`src/rtl/pic_inta_sequencer.sv`:
```
// rtl/pic_inta_sequencer.sv - PIC interrupt raise, 8086 two-pulse INTA sequencer and EOI/rotation control
//
// Ports:
//   clk, rst_n            clock, asynchronous active-low reset
//   req_valid, req_level  winning request from the priority resolver
//   inta_n                CPU acknowledge strobe (already synchronous to clk)
//   vec_base              ICW2 T7..T3
//   aeoi, rot_en          automatic-EOI and rotate-on-EOI mode selects
//   eoi_cmd, eoi_specific, eoi_level  one-cycle OCW2 EOI command
//   isr                   current in-service register
//   int_o                 interrupt request to the CPU
//   isr_set, isr_set_level  one-cycle ISR set / IRR clear command
//   isr_clr               one-cycle mask of ISR bits to clear
//   data_out, data_oe     vector byte and bus drive enable
//   prio_base             lowest-priority level
//
// Build option: define PIC_AEOI_EN to build the automatic-EOI clear at the
// end of the acknowledge; without it the aeoi input is ignored.

module pic_inta_sequencer (
   input  logic       clk,
   input  logic       rst_n,
   input  logic       req_valid,
   input  logic [2:0] req_level,
   input  logic       inta_n,
   input  logic [4:0] vec_base,
   input  logic       aeoi,
   input  logic       rot_en,
   input  logic       eoi_cmd,
   input  logic       eoi_specific,
   input  logic [2:0] eoi_level,
   input  logic [7:0] isr,
   output logic       int_o,
   output logic       isr_set,
   output logic [2:0] isr_set_level,
   output logic [7:0] isr_clr,
   output logic [7:0] data_out,
   output logic       data_oe,
   output logic [2:0] prio_base
);

   typedef enum logic [1:0] {IDLE, PEND, ACK1, ACK2} state_t;

   state_t     state;
   logic       inta_q;
   logic [2:0] lvl;
   logic       spurious;

   logic       fall;
   logic       rise;
   logic       aeoi_fire;
   logic       eoi_hit;
   logic [2:0] eoi_sel;
   logic [7:0] eoi_mask;
   logic [7:0] aeoi_mask;
   logic [2:0] idx;

   assign fall = inta_q & ~inta_n;
   assign rise = ~inta_q & inta_n;

`ifdef PIC_AEOI_EN
   assign aeoi_fire = aeoi & (state == ACK2) & rise & ~spurious;
`else
   logic unused_aeoi;
   assign unused_aeoi = aeoi;
   assign aeoi_fire   = 1'b0;
`endif

   assign aeoi_mask = aeoi_fire ? (8'd1 << lvl) : 8'd0;

   // EOI decode. Non-specific EOI walks from the highest-priority level
   // (prio_base+1) downward in priority and picks the first in-service bit.
   always_comb begin
      eoi_hit  = 1'b0;
      eoi_sel  = eoi_level;
      eoi_mask = 8'd0;
      idx      = 3'd0;
      if (eoi_cmd) begin
         if (eoi_specific) begin
            eoi_hit = 1'b1;
         end else begin
            for (int i = 1; i <= 8; i++) begin
               idx = prio_base + 3'(i);
               if (!eoi_hit && isr[idx]) begin
                  eoi_hit = 1'b1;
                  eoi_sel = idx;
               end
            end
         end
         if (eoi_hit) eoi_mask = 8'd1 << eoi_sel;
      end
   end

   always_ff @(posedge clk or negedge rst_n) begin
      if (!rst_n) begin
         state         <= IDLE;
         inta_q        <= 1'b1;
         lvl           <= 3'd0;
         spurious      <= 1'b0;
         int_o         <= 1'b0;
         isr_set       <= 1'b0;
         isr_set_level <= 3'd0;
         isr_clr       <= 8'd0;
         data_out      <= 8'd0;
         data_oe       <= 1'b0;
         prio_base     <= 3'd7;
      end else begin
         inta_q  <= inta_n;
         isr_set <= 1'b0;
         isr_clr <= eoi_mask | aeoi_mask;

         // AEOI rotation wins over a coincident EOI rotation.
         if (aeoi_fire && rot_en)
            prio_base <= lvl;
         else if (eoi_hit && rot_en)
            prio_base <= eoi_sel;

         case (state)
            IDLE: begin
               if (req_valid) begin
                  int_o <= 1'b1;
                  state <= PEND;
               end
            end
            PEND: begin
               if (fall) begin
                  if (req_valid) begin
                     lvl           <= req_level;
                     spurious      <= 1'b0;
                     isr_set       <= 1'b1;
                     isr_set_level <= req_level;
                  end else begin
                     // Request vanished before the acknowledge: report IR7.
                     lvl      <= 3'd7;
                     spurious <= 1'b1;
                  end
                  state <= ACK1;
               end
            end
            ACK1: begin
               data_oe <= 1'b0;
               if (fall) begin
                  data_out <= {vec_base, lvl};
                  data_oe  <= 1'b1;
                  state    <= ACK2;
               end
            end
            ACK2: begin
               if (rise) begin
                  data_oe <= 1'b0;
                  int_o   <= 1'b0;
                  state   <= IDLE;
               end
            end
            default: state <= IDLE;
         endcase
      end
   end

endmodule

```
`config.mk`:
```
export PLATFORM = sky130hd
export DESIGN_NAME = pic_inta_sequencer
export DESIGN_NICKNAME = d
export VERILOG_FILES = /design/src/rtl/pic_inta_sequencer.sv
export SDC_FILE = /design/constraint.sdc
export NUM_CORES = 1
export LEC_CHECK = 0
export ABC_CLOCK_PERIOD_IN_PS = 3400
export CORE_MARGIN = 1.5
export CORE_UTILIZATION = 45
export DETAILED_ROUTE_END_ITERATION = 12
export GPL_ROUTABILITY_DRIVEN = 1
export GPL_TIMING_DRIVEN = 0
export PLACE_DENSITY_LB_ADDON = 0.05
export SLEW_MARGIN = 0
export SYNTH_ARGS = -nofsm -noshare
export SYNTH_HDL_FRONTEND = slang
export SYNTH_SLANG_ARGS = --single-unit
```
`constraint.sdc`:
```
create_clock -name clk -period 3.4 [get_ports clk]
set_input_delay 0.85 -clock clk [delete_from_list [all_inputs] [get_ports clk]]
set_output_delay 0.85 -clock clk [all_outputs]
set_load 0.01 [all_outputs]
```
======== Word-level counts from Yosys, hierarchy flattened ========
Index checks and enable logic that the tools add are counted.
Widths: inputs -> output; s select.
word-level totals
  register bits after elaboration ......... 31
  bits in latches ......................... 0
  RAM bits ................................ 0
  bits in read-only memories .............. 0
  bits of input ports ..................... 27
  output and inout port bits .............. 25
  logic and storage cells ................. 129
  memories ................................ 0
cells by class
  add/subtract/negate cells ............... 7
  multipliers ............................. 0
  div/mod/pow operators ................... 0
  order comparisons ....................... 8
  equal/unequal tests ..................... 7
  shifts and indexed selects .............. 1
  muxes and demuxes ....................... 68
  bitwise operators ....................... 4
  reduce and logical (&&, ||, !) cells .... 24
operators by type and width
  operator             number
  $mux 1               39
  $mux 3               12
  $lt 3x4->1 const B   8
  $bmux 1 s3           8
  $mux 8               2
  $add 3x3->3 const B  4
  $logic_and 1x1->1    8
  $mux 2               4
  $ne 2x2->1 const B   4
  $pmux 2 s4           1
  $shl 1x3->8 const A  1
  $logic_not 1->1      7
  $add 3x2->3 const B  2
  $reduce_and 2->1     3
  $reduce_and 3->1     2
  $eq 2x2->1 const B   2
  $pmux 1 s2           2
  $reduce_and 4->1     1
  $reduce_bool 2->1    2
  $add 3x1->3 const B  1
  $and 1x1->1          2
  $eq 2x1->1 const B   1
  $logic_not 2->1      1
  $not 1->1            2

======== Depth between registers and ports, before layout ========
Gate-level depths: netlist of the first run.
  word-level depth ........................ 44
  mapped depth ............................ 13
  depth with buffers taken out ............ 10

======== Worst setup path after synthesis of the first run ========
No wires, ideal clock.
  path kind ............................... reg-to-reg
  start ................................... reg prio_base[1]
  end ..................................... reg prio_base[0]
  arrival ................................. 3.362 ns
  path slack .............................. -0.044 ns
  cell stages (with the launch flop) ...... 13
  buffers on the path ..................... 3
  period minus slack after synthesis ...... 3.444 ns
  cells stage by stage .................... dfstp_2 -> buf_2 -> buf_2 -> inv_1 -> ha_1 -> clkbuf_1 -> mux4_1 -> mux2_2 -> nor4b_4 -> and2_4 -> a21boi_0 -> nand2_1 -> mux2_2
on the way
  longest elaborated chain between the ends .. 43
  elaborated cells on any way between the ends .. 74
ends and longest elaborated chain
  item                          RTL line  source
  from (decl)                   39        output logic [2:0] prio_base
  from (signal assigned)        114       prio_base <= lvl;
  from (signal assigned)        116       prio_base <= eoi_sel;
  $add 3x1->3                   83        idx = prio_base + 3'(i);
  $bmux 1 s3                    84        if (!eoi_hit && isr[idx]) begin
  $mux 1 (not written as such)  84
  $mux 1                        84
  $mux 1                        79        if (eoi_specific) begin
  $mux 1                        78        if (eoi_cmd) begin
  $logic_not 1->1               84
  $logic_and 1x1->1             84
  [26 not listed]               -
  $mux 1                        79
  $mux 1                        78
  $logic_not 1->1               84
  $logic_and 1x1->1             84
  $mux 1                        84
  $mux 1                        79
  $mux 1 (2 in a row)           78
  $logic_and 1x1->1             115       else if (eoi_hit && rot_en)
Several ways; a longest one is shown, not always the timed one. The select of a mux whose other input is x is not followed.
A chain may end at the register's enable or synchronous reset.

======== Final worst setup path of the first run ========
Ends and elaborated chain as after synthesis.

==> results of run 1 <==
## power groups by stage
| stage | clock network (mW) | registers (mW) | logic [mW] |
|---|---|---|---|
| 3_3_place_gp | 0 | 0.629 | 2.12 |
| 4_1_cts | 0.320 | 0.629 | 2.21 |
| 5_1_grt | 0.341 | 0.637 | 2.53 |
| 3_5_place_dp | 0 | 0.634 | 2.13 |
| 6_report | 0.308 | 0.618 | 2.33 |
| 2_1_floorplan | 0 | 0.687 | 1.49 |
## cells in the final DEF (no fill, tap or decap), drive strengths merged, types with 2 or more instances in the layout
master	Yosys	final
a211oi	2	2
a21boi	2	2
a21oi	11	11
and3b	2	2
buf	4	15
clkbuf	2	9
clkdlybuf4s50	0	49
dfrtp	27	27
dfstp	4	4
ha	6	6
inv	10	9
mux2	19	19
mux2i	10	10
mux4	10	10
nand2	11	11
nand3	5	5
nand4	2	2
nor2	11	11
nor2b	4	4
nor3	7	7
nor3b	7	7
o211ai	4	4
o21a	2	2
o21ai	22	22
xnor2	3	3
xor2	2	2
## sequential cells by signal, summed over array words and instances, names as in the netlist
signal	cells
isr_set_level	3
isr_set	1
data_out	8
data_oe	1
state	2
isr_clr	8
lvl	3
int_o	1
inta_q	1
prio_base	3
## worst max-delay path, cell delays in order (launching register included)
cell        delay (ns)
dfstp_2           0.58
buf_8             0.15
clkinvlp_4        0.13
ha_1              0.31
buf_6             0.14
mux4_2            0.36
mux2_2            0.34
nor4b_4           0.33
and2_4            0.22
a21boi_1          0.09
nand2_1           0.15
mux2_2            0.37
## final timing paths
path,from,to,slack [ns],cells past startpoint
max,prio_base[1]$_DFFE_PN1P_,prio_base[0]$_DFFE_PN1P_,0.15,11
min,lvl[0]$_DFFE_PN0P_,lvl[0]$_DFFE_PN0P_,0.48,2
max reg2reg,prio_base[1]$_DFFE_PN1P_,prio_base[0]$_DFFE_PN1P_,0.15,11
min reg2reg,lvl[0]$_DFFE_PN0P_,lvl[0]$_DFFE_PN0P_,0.48,2
max in group asynchronous,rst_n,isr_clr[1]$_DFF_PN0_,2.35,1
min in group asynchronous,rst_n,data_out[6]$_DFFE_PN0P_,0.61,1
## per-layer routing
layer,wire length [um],track usage,share of wire
met2,2480,0.326,0.51
met4,70,0.0638,0.014
met3,246,0.0453,0.051
met1,2070,0.243,0.43
met5,0,0,0
## cell type report
class / count / area share
repair buffers: 60 / 0.189
inverters: 10 / 0.0137
multi-input cells: 156 / 0.463
clock buffers: 8 / 0.0331
flip-flops and latches: 31 / 0.258
well taps: 67 / 0.0277
plain buffers: 5 / 0.0153
## what timing repair did
item | 4_1_cts | 5_1_grt
pin swaps | 1 | 5
endpoints found under the setup margin | 11 | 11
gates cloned | 0 | 0
resized for setup | 5 | 11
setup buffers | 4 | 6
hold endpoints to repair | 0 | 0
## kinds of logic (layout without fill, tap and decap cells)
kind of cell / count (synthesis) / in the layout / share of synthesized area
compound gates: 51 / 51 / 0.163
xor+xnor: 5 / 5 / 0.0197
fa+ha+maj: 6 / 6 / 0.0338
buf+inv: 16 / 83 / 0.0321
flops: 31 / 31 / 0.351
mux: 39 / 39 / 0.251
simple gates: 55 / 55 / 0.150
==> flow_metrics.env, run 1 <==
export IMPL_p_int_mw=1.86
export IMPL_routabilityCongestion=0.816
export IMPL_regArea_um2=781
export IMPL_final_hold_viol_count=0
export IMPL_period_share=0.957
export IMPL_ctsLongestPathBuffers=2
export IMPL_clkTransAtPathRegs_ns=0.06
export IMPL_min_period_ns=3.25
export IMPL_slew_headroom=0.551
export IMPL_startpoint_type="flop"
export IMPL_syn_nets=236
export IMPL_netlist_instances=203
export IMPL_dp_slack_ns=-0.365
export IMPL_drt_first_pass_iters=4
export IMPL_seq_area_frac_synth=0.351
export IMPL_globalRouteOverflowTotal=0
export IMPL_grtUsageTotal=0.193
export IMPL_ctsHoldBuffers=0
export IMPL_synth_distinct_cells=50
export IMPL_p_leak_nw=1.24
export IMPL_synth_most_common_cell="dfrtp_1"
export IMPL_nNetsFinal=302
export IMPL_viasPerCell=5.40
export IMPL_drive_gt1_frac=0.293
export IMPL_synthTopCellsByCount="dfrtp_1, mux2_2, o21ai_0"
export IMPL_antenna_cells=0
export IMPL_numClockSinks=31
export IMPL_die_w_um=73.3
export IMPL_grt_pass1_vias=1729
export IMPL_clock_power_share=0.095
export IMPL_p_sw_mw=1.39
export IMPL_initial_utilization=0.468
export IMPL_fp_row_count=25
export IMPL_ys_async_sr_fraction=1.00
export IMPL_insertion_delay_ns=0.27
export IMPL_antenna_left=0
export IMPL_final_area_mm2=0.00302
export IMPL_drt_total_wl_um=4860
export IMPL_irDropWorstVdd_uv=732
export IMPL_synth_warnings=0
export IMPL_crit_type="reg2reg"
export IMPL_hold_class="reg2reg"
export IMPL_stdcell_count=337
export IMPL_drtIter0Drc=86
export IMPL_cp_required_ns=3.60
export IMPL_drc=0
export IMPL_pwr_share_seq=0.190
export IMPL_power_density_mw_per_mm2=1080
export IMPL_numPlacedInstances=320
export IMPL_cts_buffers=5
export IMPL_grt_max_degree=32
export IMPL_die_area_mm2=0.00537
export IMPL_syn_to_final_growth_pct=35.9
export IMPL_finClkSkew_ns=0.00433
export IMPL_finalPower_mw=3.25
export IMPL_avgSynthCellArea_um2=11.0
export IMPL_ios=52
export IMPL_wire_per_inst_um=14.4
export IMPL_synthesis_area_mm2=0.00222
export IMPL_max_clock_freq_mhz=307
export IMPL_synth_edff_count=0
export IMPL_fin_util=0.636
export IMPL_antenna_found_initial=0
export IMPL_dr_total_vias=1820
export IMPL_ys_dominant_reg_cell="dfrtp_1"
export IMPL_grt_pass1_wl_um=7960
export IMPL_chipHeight_um=73.3
export IMPL_path_max_fanout=10
export IMPL_fillers=420
export IMPL_worst_pin_slew_ns=0.673
export IMPL_whs_ns=0.483
export IMPL_drv_slew=0
export IMPL_synth_area_leaders="dfrtp_1, mux2_2, mux4_2"
export IMPL_maxCapViolations=0
export IMPL_cp_end_kind="flop"
export IMPL_hpwl_um=3720
export IMPL_fin_setup_tns_ns=0
export IMPL_numPortBuffers=50
export IMPL_setup_slack_ns=0.145
export IMPL_ys_ff_latch=31
export IMPL_h_tree_depth=2
export IMPL_sw_frac_of_total=0.429
export IMPL_yosys_area_top_type_share=0.304
export IMPL_cts_root_buf="clkbuf_8"
export IMPL_setup_viol=0
export IMPL_core_mm2=0.00475
export IMPL_pwr_share_comb=0.715
export IMPL_tritoncts="built"
export IMPL_synth_top_area_cell="dfrtp_1"
export IMPL_dpl_cell_area_mm2=0.00280
export IMPL_multi_input_area_mm2=0.00140
export IMPL_outcome="finished, final reports clean"
export IMPL_cp_arrival_ns=3.45
Note: power is estimated with default switching activity, not from simulation.
==> run 2: changes to the inputs <==
- ABC_AREA: not set -> 1
==> flow_metrics.env, run 2 <==
export IMPL_wire_per_inst_um=11.9
export IMPL_dr_total_vias=1984
export IMPL_viasPerCell=4.86
export IMPL_cp_arrival_ns=3.25
export IMPL_cts_buffers=5
export IMPL_drv_slew=0
export IMPL_path_cells="buf_6, inv_2, buf_6, ha_1, inv_2, nand3_2, nand3_2, nand2_4, nor2_8, nand4_4, inv_1, nand2_2, nand2_1, nand2_1, nand2_1, nand2_1, nand3_1, nand2_1, inv_2, nand2_1, nor2_1"
export IMPL_netlist_instances=298
export IMPL_antenna_cells=0
export IMPL_drt_total_wl_um=4870
export IMPL_fillers=428
export IMPL_tritoncts="built"
export IMPL_crit_family="simple AND/OR/NAND/NOR gates"
export IMPL_grt_pass1_wl_um=8320
export IMPL_synth_edff_count=0
export IMPL_hpwl_um=3840
export IMPL_synth_most_common_cell="nand2_1"
export IMPL_grtUsageTotal=0.206
export IMPL_seq_area_frac_synth=0.364
export IMPL_slowest_delay_ns=0.55
export IMPL_syn_nets=331
export IMPL_cp_required_ns=3.61
export IMPL_final_hold_viol_count=0
export IMPL_drtIter0Drc=58
export IMPL_fin_setup_tns_ns=0
export IMPL_irDropWorstVdd_uv=782
export IMPL_drt_first_pass_iters=4
export IMPL_nNetsFinal=388
export IMPL_grt_pass1_vias=1908
export IMPL_die_w_um=72.1
export IMPL_ctsLongestPathBuffers=2
export IMPL_ys_ff_latch=31
export IMPL_min_period_ns=3.03
export IMPL_max_clock_freq_mhz=330
export IMPL_initial_utilization=0.480
export IMPL_p_leak_nw=1.47
export IMPL_crit_path_top_delay_cell="dfstp_2"
export IMPL_synthesis_area_mm2=0.00215
export IMPL_stdcell_count=408
export IMPL_grt_max_degree=32
export IMPL_drc=0
export IMPL_setup_viol=0
export IMPL_power_density_mw_per_mm2=1180
export IMPL_slew_headroom=0.551
export IMPL_antenna_left=0
export IMPL_crit_type="reg2reg"
export IMPL_worstPathBufferInverterCount=6
export IMPL_numPortBuffers=50
export IMPL_finClkSkew_ns=0.00512
export IMPL_syn_to_final_growth_pct=31.6
export IMPL_period_share=0.893
export IMPL_core_mm2=0.00447
export IMPL_synth_warnings=0
export IMPL_crit_top_cell="nand2_1"
export IMPL_h_tree_depth=2
export IMPL_startpoint_type="flop"
export IMPL_drive_gt1_frac=0.166
export IMPL_hold_class="reg2reg"
export IMPL_numPlacedInstances=400
export IMPL_clkTransAtPathRegs_ns=0.07
export IMPL_grtUsageMet1=0.269
export IMPL_rsz0062_at_grt="false"
export IMPL_avgSynthCellArea_um2=7.20
export IMPL_mostFrequentLayoutCells="nand2_1, clkdlybuf4s50_1, inv_1"
export IMPL_final_common_cell="nand2_1"
export IMPL_outcome="finished, final reports clean"
export IMPL_path_max_fanout=10
export IMPL_postCtsSetupBuffers=0
export IMPL_worst_pin_slew_ns=0.673
export IMPL_largestRegisters="data_out (8), isr_clr (8)"
export IMPL_routabilityCongestion=0.898
export IMPL_numClockSinks=31
export IMPL_chipHeight_um=72.1
export IMPL_ios=52
export IMPL_insertion_delay_ns=0.28
export IMPL_cts_root_buf="clkbuf_8"
export IMPL_die_area_mm2=0.00519
export IMPL_synth_top_area_cell="dfrtp_1"
export IMPL_synth_area_leaders="dfrtp_1, nand2_1, inv_1"
export IMPL_yosys_area_top_type_share=0.315
export IMPL_grt_use_met3=0.0431
export IMPL_maxCapViolations=0
export IMPL_synth_distinct_cells=31
export IMPL_globalRouteOverflowTotal=0
export IMPL_synthTopCellsByCount="nand2_1, inv_1, dfrtp_1, nand3_1, nor2_1"
export IMPL_ys_dominant_reg_cell="dfrtp_1"
export IMPL_cp_end_kind="flop"
export IMPL_ys_async_sr_fraction=1.00
export IMPL_grt_busiest_layer="met2"
export IMPL_fp_row_count=24
export IMPL_antenna_found_initial=0
export IMPL_met2_usage=0.347
## run 2: cell types whose count changed after synthesis, sizes merged, moves of 10 or more
cell and change:
mux2i -10, mux2 -14, nor2 +14, nand3 +30
mux4 -10, inv +39, nand2 +94
## run 2: area by class of cell
cell class	count	area [um2]	share of cell area
repair buffers	50	495	0.175
multi-input cells	213	1140	0.405
clock inverters	2	35.0	0.0124
well taps	52	65.1	0.0230
flip-flops and latches	31	781	0.276
inverters	49	184	0.0651
clock buffers	6	82.6	0.0292
plain buffers	5	38.8	0.0137
## run 2: routing by layer
layer	vias to the layer above	wire, um
li1	1045	-
met1	894	2310
met2	41	2320
met3	4	201
met4	0	37
met5	-	0
## run 2: cells by family after synthesis
logic type | synth area share
xor gates and xnor gates | 0.00816
and+or+nand+nor | 0.396
buffers and inverters | 0.104
AOI/OAI and AO/OA | 0.0671
muxes | 0.0262
adders and majority gates | 0.0350
DFF | 0.364
## run 2: repair_timing
item	CTS	global route
hold buffers	0	0
setup endpoints to repair	0	4
gates resized for setup	0	1
## run 2: report_power, final
group	switching [mW]	internal, mW
registers	0.0713	0.542
logic	1.45	0.908
clock network	0.135	0.237
## run 2: worst paths after layout
check,start,endpoint,slack (ns),depth (start not counted)
worst max-delay path,prio_base[0]$_DFFE_PN1P_,isr_clr[2]$_DFF_PN0_,0.37,21
worst min-delay path,data_out[0]$_DFFE_PN0P_,data_out[0]$_DFFE_PN0P_,0.48,2
worst max register to register,prio_base[0]$_DFFE_PN1P_,isr_clr[2]$_DFF_PN0_,0.37,21
worst min register to register,data_out[0]$_DFFE_PN0P_,data_out[0]$_DFFE_PN0P_,0.48,2
max in group asynchronous,rst_n,isr_clr[6]$_DFF_PN0_,2.36,1
min in group asynchronous,rst_n,state[1]$_DFFE_PN0P_,0.61,1
## run 2: per-stage QoR
stage	hold WS [ns]	utilization	power, mW	instance area [um2]	setup WS [ns]
3_3_place_gp	0.465	0.606	2.95	2710	0.320
6_report	0.485	0.631	3.35	2820	0.365
4_1_cts	0.491	0.632	3.37	2830	0.285
3_5_place_dp	0.474	0.606	2.98	2710	0.312
5_1_grt	0.522	0.631	3.70	2820	0.0638
2_1_floorplan	0.478	-	2.34	2150	0.675
## run 2: worst reg2reg max path: stages, from the launching register on
cell and delay, ns:
dfstp_2 0.55, buf_6 0.14, inv_2 0.05, buf_6 0.14, ha_1 0.45, inv_2 0.18, nand3_2 0.12, nand3_2 0.12
nand2_4 0.08, nor2_8 0.16, nand4_4 0.12, inv_1 0.11, nand2_2 0.09, nand2_1 0.09, nand2_1 0.05, nand2_1 0.05
nand2_1 0.05, nand3_1 0.07, nand2_1 0.11, inv_2 0.08, nand2_1 0.07, nor2_1 0.09
==> run 3: changes to the inputs <==
- ABC_AREA: 1 -> not set
==> results of run 3 <==
No change in the layout: final DEF, timing and power equal those of run 1.
==> RTL edit, RTL diff (settings of run 2) <==
Build with the macro `PIC_AEOI_EN` defined.
--- a/src/rtl/pic_inta_sequencer.sv
+++ b/src/rtl/pic_inta_sequencer.sv
@@ -17,4 +17,6 @@
 // Build option: define PIC_AEOI_EN to build the automatic-EOI clear at the
 // end of the acknowledge; without it the aeoi input is ignored.
+
+`define PIC_AEOI_EN
 
 module pic_inta_sequencer (
Formal check against the unedited RTL: not equivalent (Yosys sat finds a counterexample within 10 cycles, from zero or initial values and one cycle with rst_n low).
==> RTL edit against run 2 <==
- global-route usage is 0.47 points higher
- routed wire length is 11% higher
- utilization is 1.2 points lower
- sequential cell count is 1 higher
- power is 21% lower
- critical path depth is 1 lower
- die area is 6.9% higher
- non-clock buffer count is 1 lower
- fmax is 1.0% lower
- setup slack worse by 0.031 ns
- area after synthesis is 7.2% higher
- design area is 5.6% higher
- synthesized cell count is 9.4% higher
- critical path type unchanged
- critical endpoint is now isr_clr[3]$_DFF_PN0_
- largest cell class unchanged
==> RTL edit: results (changes against run 2) <==
[status]
outcome = completed

[clock_tree]
cts.reportedPaths.clkPinSlew_ns = 0.06
cts_buffer_depth = 2  ; unchanged
numCtsBuffers = 5  ; unchanged
clk_latency_ns = 0.29
cts_setup_buffers = 0  ; unchanged
htreeDepth = 2  ; unchanged

[placement]
postPlaceCellArea_mm2 = 0.00289  ; +6.6%
portBuffers = 51  ; +2.0%
place.gp.congestion = 0.869  ; -3.2%
dpl_worst_slack_ns = 0.306  ; -0.00527 ns
hpwl_um = 4280  ; +11%

[drt]
drt-pass1-iter-count = 5  ; +1
highest_layer = met4
met1_length_um = 2610  ; +13%
vias = 2238  ; +13%
post_drt_wl_per_cell_um = 11.9  ; -0.18%
dr_wl_met3_um = 274  ; +36%
drtIter0Drc = 97  ; +67%
wl_met2_um = 2460  ; +6.2%

[power_and_ir_drop]
total_leakage_power_nw = 1.51  ; +2.7%
ir_drop_mv = 0.506  ; -35%

[grt]
antenna_found_initial = 0  ; unchanged
grt_pass1_vias = 1988  ; +4.2%
grt_pass1_wl_um = 9000  ; +8.1%
grt_max_degree = 33  ; +3.1%
grt_use_total_pct = 21.1  ; +0.47 points

[synth]
yosysWarnings = 0  ; unchanged
ys_top_cells_by_count = nand2_1 (98), inv_1 (40), nand3_1 (35), dfrtp_1 (28), nor2_1 (24)
synthTopCellsByArea = dfrtp_1 (30%), nand2_1 (16%), nand3_1 (7.6%), inv_1 (6.5%), dfstp_2 (4.6%)
ys_seq_area_share_pct = 35.0  ; -1.4 points
synth_cell_type_count = 34  ; +9.7%
yosys.area.top_type = dfrtp_1
synthArstFlopShare_pct = 100  ; unchanged
syn-num-nets = 359  ; +8.5%

[min_path]
hold_class = reg -> reg

[cells_and_area]
drive_gt1_share_pct = 14.3  ; -2.3 points
diodes = 0  ; unchanged
nNetsFinal = 417  ; +7.5%

[sta]
maxSlewHeadroom_pct = 55.9  ; +0.78 points
fin_skew_ns = 0.0118  ; +0.00670 ns

[critical_path]
cp.arrival_ns = 3.28  ; +0.03 ns
cp_max_fo = 9  ; -1

==> RTL edit: layer usage <==
metal,vias to the layer above,global-route usage [%]
met2,50,33.0
met3,4,4.20
met1,1021,30.2
met4,0,4.65
li1,1163,-
met5,-,0
==> RTL edit: path summary, 6_finish.rpt <==
path	cells past startpoint	slack [ns]	endpoint	startpoint
worst max register to register	20	0.33	isr_clr[3]$_DFF_PN0_	prio_base[1]$_DFFE_PN1P_
worst min-delay path	2	0.49	data_out[0]$_DFFE_PN0P_	data_out[0]$_DFFE_PN0P_
min in group asynchronous	1	0.59	isr_clr[1]$_DFF_PN0_	rst_n
worst max-delay path	20	0.33	isr_clr[3]$_DFF_PN0_	prio_base[1]$_DFFE_PN1P_
max in group asynchronous	1	2.37	data_out[4]$_DFFE_PN0P_	rst_n
worst min register to register	2	0.49	data_out[0]$_DFFE_PN0P_	data_out[0]$_DFFE_PN0P_
==> RTL edit: timing repair <==
action / in CTS / in global routing
resized for setup: 0 / 1
setup endpoints to repair: 0 / 3
hold buffers: 0 / 0
==> RTL edit: kinds of logic after synthesis <==
kind of cell,after synthesis,share of synthesized area (%)
DFF,32,35.0
buffers and inverters,53,9.52
and+or+nand+nor,189,39.4
muxes,5,2.45
AOI/OAI and AO/OA,40,9.95
adders and majority gates,6,3.26
xor gates and xnor gates,1,0.381
==> RTL edit: metrics by stage <==
step	hold slack [ns]	util, %	instances
2_1_floorplan	0.481	-	326
3_3_place_gp	0.471	60.1	444
3_5_place_dp	0.482	60.0	444
4_1_cts	0.492	61.9	452
5_1_grt	0.515	61.9	452
6_report	0.488	61.9	452
==> RTL edit: final cells by class <==
type | count | area (um^2)
Buffer | 3 | 26.3
Clock buffer | 6 | 82.6
Clock inverter | 2 | 10.0
Fill cell | 467 | 1830
Inverter | 50 | 193
Multi-Input combinational cell | 241 | 1280
Sequential cell | 32 | 806
Tap cell | 67 | 83.8
Timing Repair Buffer | 51 | 505
==> RTL edit: worst max-delay path, cell delays in order, from the launching register on <==
cell     delay, ns
dfstp_2       0.55
buf_6         0.15
inv_6         0.06
ha_1          0.37
inv_2         0.17
nand3_1       0.13
nand3_2       0.10
nand2_2       0.13
nor2_8        0.18
nand3_1       0.14
inv_1         0.08
nand3_1       0.14
nand2_1       0.11
nand2_1       0.05
nand3_1       0.07
nand3_2       0.10
nand2_2       0.11
inv_2         0.06
nor2_1        0.15
nand2_1       0.08
nand2_1       0.06
==> RTL edit: power breakdown <==
group,switching [mW],total [mW],internal (mW)
registers,0.0887,0.621,0.532
logic,1.04,1.72,0.678
clock network,0.137,0.298,0.161
